===== src/rtl/rom_pkg.sv =====
`default_nettype none
// +-----------------------------------------------------------------+
// | rom_pkg : shared widths, RAM mode and FSM state for the ROM reader |
// | Revision: 1.0                                                     |
// +-----------------------------------------------------------------+
package rom_pkg;

  localparam int ROM_ADDR_W       = 8;
  localparam int RAM_RADDR_W      = 11;
  localparam int ROM_DATA_W       = 16;
  localparam int READ_MODE_256X16 = 0;

  typedef enum logic [1:0] {
    IDLE  = 2'd0,
    RUN   = 2'd1,
    DRAIN = 2'd2
  } state_t;

endpackage
`default_nettype wire


===== src/rtl/rom_skid_fifo.sv =====
`default_nettype none
// +-----------------------------------------------------------------+
// | rom_skid_fifo : 2-entry FIFO absorbing RAM read latency           |
// | Revision: 1.0                                                     |
// +-----------------------------------------------------------------+
module rom_skid_fifo #(
  parameter int DATA_WIDTH = 16
) (
  input  logic                  clk,
  input  logic                  rst_n,
  input  logic                  i_push,
  input  logic [DATA_WIDTH-1:0] i_push_data,
  input  logic                  i_pop,
  output logic [1:0]            o_count,
  output logic [DATA_WIDTH-1:0] o_head
);

  logic [DATA_WIDTH-1:0] mem_q [2];
  logic [DATA_WIDTH-1:0] mem_d [2];
  logic                  wr_ptr_q, wr_ptr_d;
  logic                  rd_ptr_q, rd_ptr_d;
  logic [1:0]            count_q, count_d;

  always_comb begin
    mem_d    = mem_q;
    wr_ptr_d = wr_ptr_q;
    rd_ptr_d = rd_ptr_q;
    count_d  = count_q;
    if (i_push) begin
      mem_d[wr_ptr_q] = i_push_data;
      wr_ptr_d        = ~wr_ptr_q;
    end
    if (i_pop) begin
      rd_ptr_d = ~rd_ptr_q;
    end
    case ({i_push, i_pop})
      2'b10:   count_d = count_q + 2'd1;
      2'b01:   count_d = count_q - 2'd1;
      default: count_d = count_q;
    endcase
  end

  always_ff @(posedge clk or negedge rst_n) begin
    if (!rst_n) begin
      mem_q[0] <= '0;
      mem_q[1] <= '0;
      wr_ptr_q <= 1'b0;
      rd_ptr_q <= 1'b0;
      count_q  <= 2'd0;
    end else begin
      mem_q    <= mem_d;
      wr_ptr_q <= wr_ptr_d;
      rd_ptr_q <= rd_ptr_d;
      count_q  <= count_d;
    end
  end

  assign o_count = count_q;
  assign o_head  = mem_q[rd_ptr_q];

endmodule
`default_nettype wire


===== src/rtl/rom_stream_reader.sv =====
`default_nettype none
// +-----------------------------------------------------------------+
// | rom_stream_reader : sequential RAM reads turned into a stream     |
// | Revision: 1.0                                                     |
// +-----------------------------------------------------------------+
module rom_stream_reader
  import rom_pkg::*;
#(
  parameter int ADDR_WIDTH = ROM_ADDR_W,
  parameter int DATA_WIDTH = ROM_DATA_W
) (
  input  logic                   CLKIN,
  input  logic                   RESETN,
  input  logic                   START,
  input  logic [ADDR_WIDTH-1:0]  BASE,
  input  logic [ADDR_WIDTH:0]    COUNT,
  output logic                   BUSY,
  output logic                   DONE,
  output logic [RAM_RADDR_W-1:0] RADDR,
  output logic                   RE,
  input  logic [DATA_WIDTH-1:0]  RDATA,
  output logic [DATA_WIDTH-1:0]  DOUT,
  output logic                   DVALID,
  input  logic                   DREADY
);

  localparam logic [ADDR_WIDTH-1:0] ADDR_ONE = 1;
  localparam logic [ADDR_WIDTH:0]   CNT_ONE  = 1;

  state_t                state_q, state_d;
  logic [ADDR_WIDTH-1:0] addr_q, addr_d;
  logic [ADDR_WIDTH:0]   issue_left_q, issue_left_d;
  logic [ADDR_WIDTH:0]   accept_left_q, accept_left_d;
  logic                  inflight_q, inflight_d;
  logic                  zero_done_q, zero_done_d;

  logic [1:0] w_fifo_count;
  logic [2:0] w_occ;
  logic       w_pop;
  logic       w_issue;
  logic       w_last_pop;

  always_comb begin
    w_pop      = (w_fifo_count != 2'd0) && DREADY;
    // Words already committed: queued in the FIFO plus the read in flight.
    w_occ      = {1'b0, w_fifo_count} + {2'b00, inflight_q};
    w_issue    = (state_q == RUN) && (issue_left_q != '0) &&
                 ((w_occ < 3'd2) || ((w_occ == 3'd2) && w_pop));
    w_last_pop = (state_q == DRAIN) && w_pop && (accept_left_q == CNT_ONE);

    state_d       = state_q;
    addr_d        = addr_q;
    issue_left_d  = issue_left_q;
    accept_left_d = accept_left_q;
    inflight_d    = w_issue;
    zero_done_d   = 1'b0;

    case (state_q)
      IDLE: begin
        if (START) begin
          if (COUNT != '0) begin
            addr_d        = BASE;
            issue_left_d  = COUNT;
            accept_left_d = COUNT;
            state_d       = RUN;
          end else begin
            zero_done_d = 1'b1;
          end
        end
      end
      RUN: begin
        if (w_issue) begin
          addr_d       = addr_q + ADDR_ONE;
          issue_left_d = issue_left_q - CNT_ONE;
          if (issue_left_q == CNT_ONE) begin
            state_d = DRAIN;
          end
        end
        if (w_pop) begin
          accept_left_d = accept_left_q - CNT_ONE;
        end
      end
      DRAIN: begin
        if (w_pop) begin
          accept_left_d = accept_left_q - CNT_ONE;
        end
        if (w_last_pop) begin
          state_d = IDLE;
        end
      end
      default: state_d = IDLE;
    endcase
  end

  always_ff @(posedge CLKIN or negedge RESETN) begin
    if (!RESETN) begin
      state_q       <= IDLE;
      addr_q        <= '0;
      issue_left_q  <= '0;
      accept_left_q <= '0;
      inflight_q    <= 1'b0;
      zero_done_q   <= 1'b0;
    end else begin
      state_q       <= state_d;
      addr_q        <= addr_d;
      issue_left_q  <= issue_left_d;
      accept_left_q <= accept_left_d;
      inflight_q    <= inflight_d;
      zero_done_q   <= zero_done_d;
    end
  end

  rom_skid_fifo #(
    .DATA_WIDTH (DATA_WIDTH)
  ) u_fifo (
    .clk         (CLKIN),
    .rst_n       (RESETN),
    .i_push      (inflight_q),
    .i_push_data (RDATA),
    .i_pop       (w_pop),
    .o_count     (w_fifo_count),
    .o_head      (DOUT)
  );

  assign BUSY   = (state_q != IDLE);
  assign DONE   = zero_done_q || w_last_pop;
  assign RE     = w_issue;
  assign RADDR  = {{(RAM_RADDR_W-ADDR_WIDTH){1'b0}}, addr_q};
  assign DVALID = (w_fifo_count != 2'd0);

endmodule
`default_nettype wire


===== config.mk =====
export PLATFORM = sky130hd
export DESIGN_NAME = rom_stream_reader
export DESIGN_NICKNAME = d
export VERILOG_FILES = /design/src/rtl/rom_pkg.sv /design/src/rtl/rom_skid_fifo.sv /design/src/rtl/rom_stream_reader.sv
export SDC_FILE = /design/constraint.sdc
export NUM_CORES = 1
export LEC_CHECK = 0
export CORE_AREA = 5 5 92 94
export DETAILED_ROUTE_END_ITERATION = 8
export DIE_AREA = 0 0 97 99
export PLACE_DENSITY = 0.76
export SLEW_MARGIN = 40
export SYNTH_ARGS = -nofsm -noshare
export SYNTH_HDL_FRONTEND = slang
export SYNTH_SLANG_ARGS = --single-unit

===== constraint.sdc =====
create_clock -name CLKIN -period 4.9 [get_ports CLKIN]
set_input_delay 0.98 -clock CLKIN [delete_from_list [all_inputs] [get_ports CLKIN]]
set_output_delay 0.98 -clock CLKIN [all_outputs]
set_load 0.01 [all_outputs]

---- Word-level counts from Yosys, hierarchy flattened ----
Index checks and enable logic that the tools add are counted.
storage, ports and cells
  register bits ........................... 66
  latch bits .............................. 0
  bits in writable memories ............... 0
  bits in read-only memories .............. 0
  input port bits ......................... 37
  logic and storage cells ................. 85
  memories ................................ 0
cells by class
  add/subtract/negate cells ............... 6
  multiply operators ...................... 0
  divide/modulo/power cells ............... 0
  $lt $le $gt $ge ......................... 4
  equal/unequal tests ..................... 13
  shift-type cells ........................ 0
  muxes and demuxes ....................... 26
  bitwise logic cells ..................... 4
  reductions and logical operators ........ 21
operators with widths
  kind                 number
  $mux 16              4
  $mux 9               4
  $pmux 9 s2           2
  $bwmux 32            1
  $mux 8               3
  $eq 9x1->1 const B   2
  $reduce_bool 9->1    2
  $sub 9x1->9 const B  2
  $demux 16 s1         1
  $pmux 8 s2           1
  $mux 2               5
  $reduce_bool 2->1    5
  $add 8x1->8 const B  1
  $ne 2x2->1 const B   4
  $reduce_and 4->1     2
  $logic_and 1x1->1    7
  $pmux 2 s3           1
  $reduce_and 5->1     1
  $eq 2x1->1 const B   2
  $eq 2x2->1 const B   2
  $ge 2x2->1 const B   2
  $ne 2x1->1 const B   2
  $not 1->2            2
  $pmux 2 s2           1
  11 further kinds     15

---- Longest topological paths before layout ----
  word-level depth ........................ 7
  mapped depth ............................ 9
  mapped depth without buffers ............ 7

---- By module ----
From an unflattened synthesis, not the netlist that was laid out.
second synthesis, totals
  cell total of the unflattened synthesis .. 347
  area total of the unflattened synthesis .. 3726.1 um^2
by module, submodules not included
  module             instances  cells each  area an instance (um^2)
  rom_stream_reader  1          249         2170.8
  rom_skid_fifo      1          98          1555.2

---- Worst setup path before layout ----
Ideal clock, no wire load.
  kind .................................... input -> output
  start point ............................. input DREADY
  end point ............................... output RE
  arrival time ............................ 1726 ps
  required time ........................... 3920 ps
  slack ................................... 2194 ps
  stages on the path ...................... 4
  path buffers ............................ 0
  cells stage by stage .................... o21a_1 -> a31o_2 -> nand2_1 -> nor2_1
between the ends
  cells in the longest elaborated chain, start to end .. 4
RTL lines
  item                RTL line                 RTL
  start: declaration  rom_stream_reader.sv:24  input logic DREADY
  $logic_and 1x1->1   rom_stream_reader.sv:44  w_pop = (w_fifo_count != 2'd0) && DREADY;
  $logic_and 1x1->1   rom_stream_reader.sv:48  ((w_occ < 3'd2) || ((w_occ == 3'd2) && w_pop));
  $logic_or 1x1->1    rom_stream_reader.sv:48
  $logic_and 1x1->1   rom_stream_reader.sv:47  w_issue = (state_q == RUN) && (issue_left_q != '0) &&
  end: declaration    rom_stream_reader.sv:20  output logic RE,
Every way passes these cells.

---- Worst setup path after layout ----
  start point ............................. input DREADY
  end point ............................... output RE
between the ends
  cells in the longest elaborated chain, start to end .. 4
RTL lines
  item               RTL line                 RTL
  $logic_and 1x1->1  rom_stream_reader.sv:44
  net u_fifo.i_pop   rom_skid_fifo.sv:13      input logic i_pop,
  $logic_and 1x1->1  rom_stream_reader.sv:48
  $logic_or 1x1->1   rom_stream_reader.sv:48
  $logic_and 1x1->1  rom_stream_reader.sv:47
The timed path passes the listed nets, and every way through them passes these cells.

==> impl_results.rst <==
.. list-table::
   :header-rows: 1

   * - Metric
     - Value
   * - Site row count
     - 32
   * - Routability congestion estimate
     - 0.855
   * - Hold_sp
     - u_fifo.mem_q[7]
   * - Mean routed wirelength per cell
     - 16.5 um
   * - DRC errors left
     - 0
   * - Critical path class
     - in -> out
   * - Mux contribution to synthesized area
     - 15.8%
   * - Combined global-route utilization of all metal layers
     - 18.0%
   * - Max Slew Vio Count
     - 0
   * - Final Util
     - 60.9%
   * - Mean instance size in the synthesized netlist
     - 10.6 um2
   * - Worst slew margin
     - 50.3%
   * - Final hold violation count
     - 0
   * - Crit path launch
     - DREADY
   * - Floorplan die area
     - 9600 um2
   * - Share of the clock period used by the worst path
     - 79.5%
   * - EDFF count, synth
     - 0
   * - Highest achievable clock rate
     - 257 MHz
   * - Global-route wire length before repair
     - 14200 um
   * - Post-CTS setup buffer count
     - 0
   * - Number of cells produced by synthesis
     - 348
   * - Reg-to-Reg Start
     - u_fifo.o_count[0]
   * - Post-synthesis xor/xnor area fraction
     - 1.19%
   * - Commonest cells in the netlist
     - 66 x sky130_fd_sc_hd__dfrtp_1, 49 x sky130_fd_sc_hd__mux2_2, 29 x sky130_fd_sc_hd__nand2_1, 18 x sky130_fd_sc_hd__a21oi_1, 15 x sky130_fd_sc_hd__inv_1
   * - Clock latency reported for the late side of the worst-skew pair
     - 340 ps
   * - Worst EP arrival
     - 2920 ps
   * - Vias in the first global route
     - 2901
   * - Share of synthesized area occupied by flip-flops and latches
     - 44.9%
   * - Portion of total power attributed to the clock network
     - 15.7%
   * - Main combinational cell family by area after synthesis
     - multiplexers
   * - Standard cell area after detailed placement
     - 4390 um2
   * - Outcome
     - complete, no violations
   * - Most instantiated library cell after synthesis
     - sky130_fd_sc_hd__dfrtp_1
   * - Switching share of power
     - 38.3%
   * - Level count of the clock H-tree
     - 3
   * - Simple-Gate Fraction of Synth Area
     - 14.0%
   * - Prevailing post-synth register cell
     - sky130_fd_sc_hd__dfrtp_1
   * - Half-perimeter wire length after detailed placement
     - 6080 um
   * - Clock root buffer
     - sky130_fd_sc_hd__clkbuf_8
   * - End of the worst hold path
     - u_fifo.mem_q[7]
   * - Setup slack of the most critical reg-to-reg path
     - 2530 ps
   * - Data required time of the worst path
     - 3920 ps
   * - Maximum number of pins on one net before global-route repair
     - 43
   * - Transition time at the pin with the least slew margin
     - 745 ps
   * - Height of the chip
     - 99 um
   * - Finish-stage setup viols
     - 0
   * - Maximum resistive drop on vdd
     - 340 uV
   * - Worst R2R Path Depth
     - 7
   * - Static power due to leakage
     - 1.89 nW
   * - Combinational share of power
     - 50.7%
   * - Number of optimization iterations in the first detailed-route pass
     - 4
   * - Initial antenna violation count
     - 0
   * - Number of top-level pins
     - 68
   * - Total global routing overflow
     - 0
   * - Number of distinct library cell variants in the gate-level netlist after synthesis
     - 56
   * - Pwr/cell area
     - 692 nW/um2
   * - Sequential power share
     - 33.5%
   * - Yosys synthesis warning count
     - 0
   * - Depth of the worst hold-timing path
     - 1
   * - Switching power
     - 1.22 mW
   * - Synthesized-area fraction occupied by ao, oa, aoi and oai cells
     - 15.5%
   * - R2R Path End
     - addr_q[2]
   * - Clock tree from TritonCTS
     - yes
   * - Fraction of synthesis flops using an asynchronous set or reset pin
     - 100%
   * - Fin crit period
     - 3900 ps
   * - Layout Nets
     - 461
   * - Post-CTS Resized
     - 0
   * - Overall via count from detail_route
     - 2944
   * - Worst clock skew
     - 7.63 ps
   * - Cell-internal power
     - 1.97 mW
   * - Drt total wl
     - 8530 um
   * - Dominant cell type by area after synthesis
     - sky130_fd_sc_hd__dfrtp_1
   * - Final antenna-violating net count
     - 0
   * - TritonCTS sink count
     - 66
   * - Quantity of I/O buffers inserted on ports
     - 64
   * - Cts-stage hold buffer count
     - 0
   * - Maximum Capacitance Violations
     - 0
   * - Finished Cell Area
     - 4610 um2
   * - Diodes inserted
     - 0
   * - Synth top area share
     - 44.9%
   * - CORE AREA
     - 7570 um2
   * - Count of state elements after synthesis
     - 66
   * - Nature of the critical path endpoint
     - primary output
   * - Kind of path behind the tightest hold check
     - reg -> reg
   * - Maximum buffer depth of the clock tree
     - 2
   * - Leading post-synthesis cells by cell area
     - sky130_fd_sc_hd__dfrtp_1 45%, sky130_fd_sc_hd__mux2_2 15%, sky130_fd_sc_hd__ha_1 4.4%
   * - Startpoint type of the worst setup path
     - primary input
   * - Die extent in x
     - 97 um
   * - Unrepaired setup endpoints after global routing
     - false
   * - DRC marker count from the first detailed-route iteration
     - 184
   * - Total standard cell area after synthesis
     - 3680 um2
   * - Initial cell density of the core
     - 48.6%
   * - Area growth from synthesis to layout
     - 25.3%
   * - Share of layout cells above drive strength 1
     - 19.7%
   * - Setup TNS Final
     - 0 ps
   * - Worst Path Max Fanout
     - 6
   * - Average via count per standard cell
     - 5.68
   * - Fraction of the mapped netlist area in adder cells
     - 4.42%
   * - Clock slew seen by the registers of the worst setup and hold paths
     - 70 ps
   * - Total CTS buffers
     - 9
==> how the worst max path moves through the flow <==
stage	endpoint	slack, ps	cells past startpoint
2_1_floorplan	RE	2190	4
5_1_grt	RE	870	6
3_5_place_dp	RE	990	6
4_1_cts	RE	990	6
6_report	RE	1000	6
3_3_place_gp	RE	1070	6
==> worst max-delay path, cell delays in order <==
cell	delay (ps)
sky130_fd_sc_hd__clkdlybuf4s50_1	470
sky130_fd_sc_hd__o21a_1	280
sky130_fd_sc_hd__a31o_2	270
sky130_fd_sc_hd__nand2_1	160
sky130_fd_sc_hd__nor2_1	170
sky130_fd_sc_hd__clkdlybuf4s50_1	580
==> layout by cell type (no fill, tap or decap), drive strengths merged, types with 3 or more instances in the layout <==
cell type	synthesis	routed
dfrtp	66	66
clkdlybuf4s50	0	63
mux2	49	49
nand2	30	30
a21oi	18	18
inv	15	15
nor2	14	14
ha	13	13
nand3	12	12
clkbuf	12	9
nor3	8	8
a31oi	7	7
o22a	7	7
o22ai	7	7
o21ai	6	6
or3	5	5
buf	6	5
o31ai	5	5
nand4	4	4
nand2b	4	4
a221o	4	4
a2bb2oi	4	4
nor4	3	3
or2	3	3
and2	3	3
nor3b	3	3
mux2i	3	3
xnor2	3	3
o311ai	3	3
conb	1	3
or4	3	3
clkinv	0	3
==> flip-flops by register name (all words and copies together) (netlist names) <==
name	count
u_fifo.rd_ptr_q	1
inflight_q	1
u_fifo.mem_q	32
accept_left_q	9
issue_left_q	9
addr_q	8
u_fifo.o_count	2
zero_done_q	1
u_fifo.wr_ptr_q	1
state_q	2
==> layer usage <==
| layer | vias up | routed length [um] | global-route usage (%) |
|---|---|---|---|
| met5 | - | 0 | 0 |
| met4 | 0 | 47 | 4.54 |
| met3 | 7 | 455 | 4.25 |
| met2 | 86 | 4100 | 29.1 |
| met1 | 1437 | 3930 | 24.4 |
| li1 | 1414 | - | - |
==> power groups by stage <==
| stage | logic (mW) | registers [mW] | clock network, mW |
|---|---|---|---|
| after floorplan | 1.12 | 1.00 | 0 |
| after global placement | 1.58 | 1.06 | 0 |
| after detailed placement | 1.62 | 1.07 | 0 |
| after CTS | 1.63 | 1.07 | 0.512 |
| after global routing | 1.77 | 1.11 | 0.539 |
| final | 1.62 | 1.07 | 0.502 |
==> metrics by stage <==
| step | power (mW) | cells | hold slack (ps) | setup WS [ps] |
|---|---|---|---|---|
| after floorplan | 2.12 | 350 | 463 | 2190 |
| after global placement | 2.63 | 502 | 478 | 1070 |
| after detailed placement | 2.70 | 502 | 487 | 993 |
| after CTS | 3.21 | 518 | 505 | 986 |
| after global routing | 3.43 | 518 | 521 | 872 |
| final | 3.19 | 518 | 504 | 1000 |
==> final cells by class <==
class | instances | area, um2
clock buffers | 9 | 124
clock inverters | 7 | 93.8
fillers | 622 | 2960
inverters | 15 | 56.3
multi-input cells | 251 | 1890
flip-flops and latches | 66 | 1650
well taps | 102 | 128
repair buffers | 68 | 668
==> kinds of logic (layout without fill, tap and decap cells) <==
family / count (synthesis) / in the layout
fa+ha+maj: 13 / 13
xor+xnor: 5 / 5
flops: 66 / 66
simple gates: 100 / 100
other cells: 1 / 3
compound gates: 78 / 78
buf+inv: 33 / 99
mux: 52 / 52
Power figures use the tool's default switching activity.
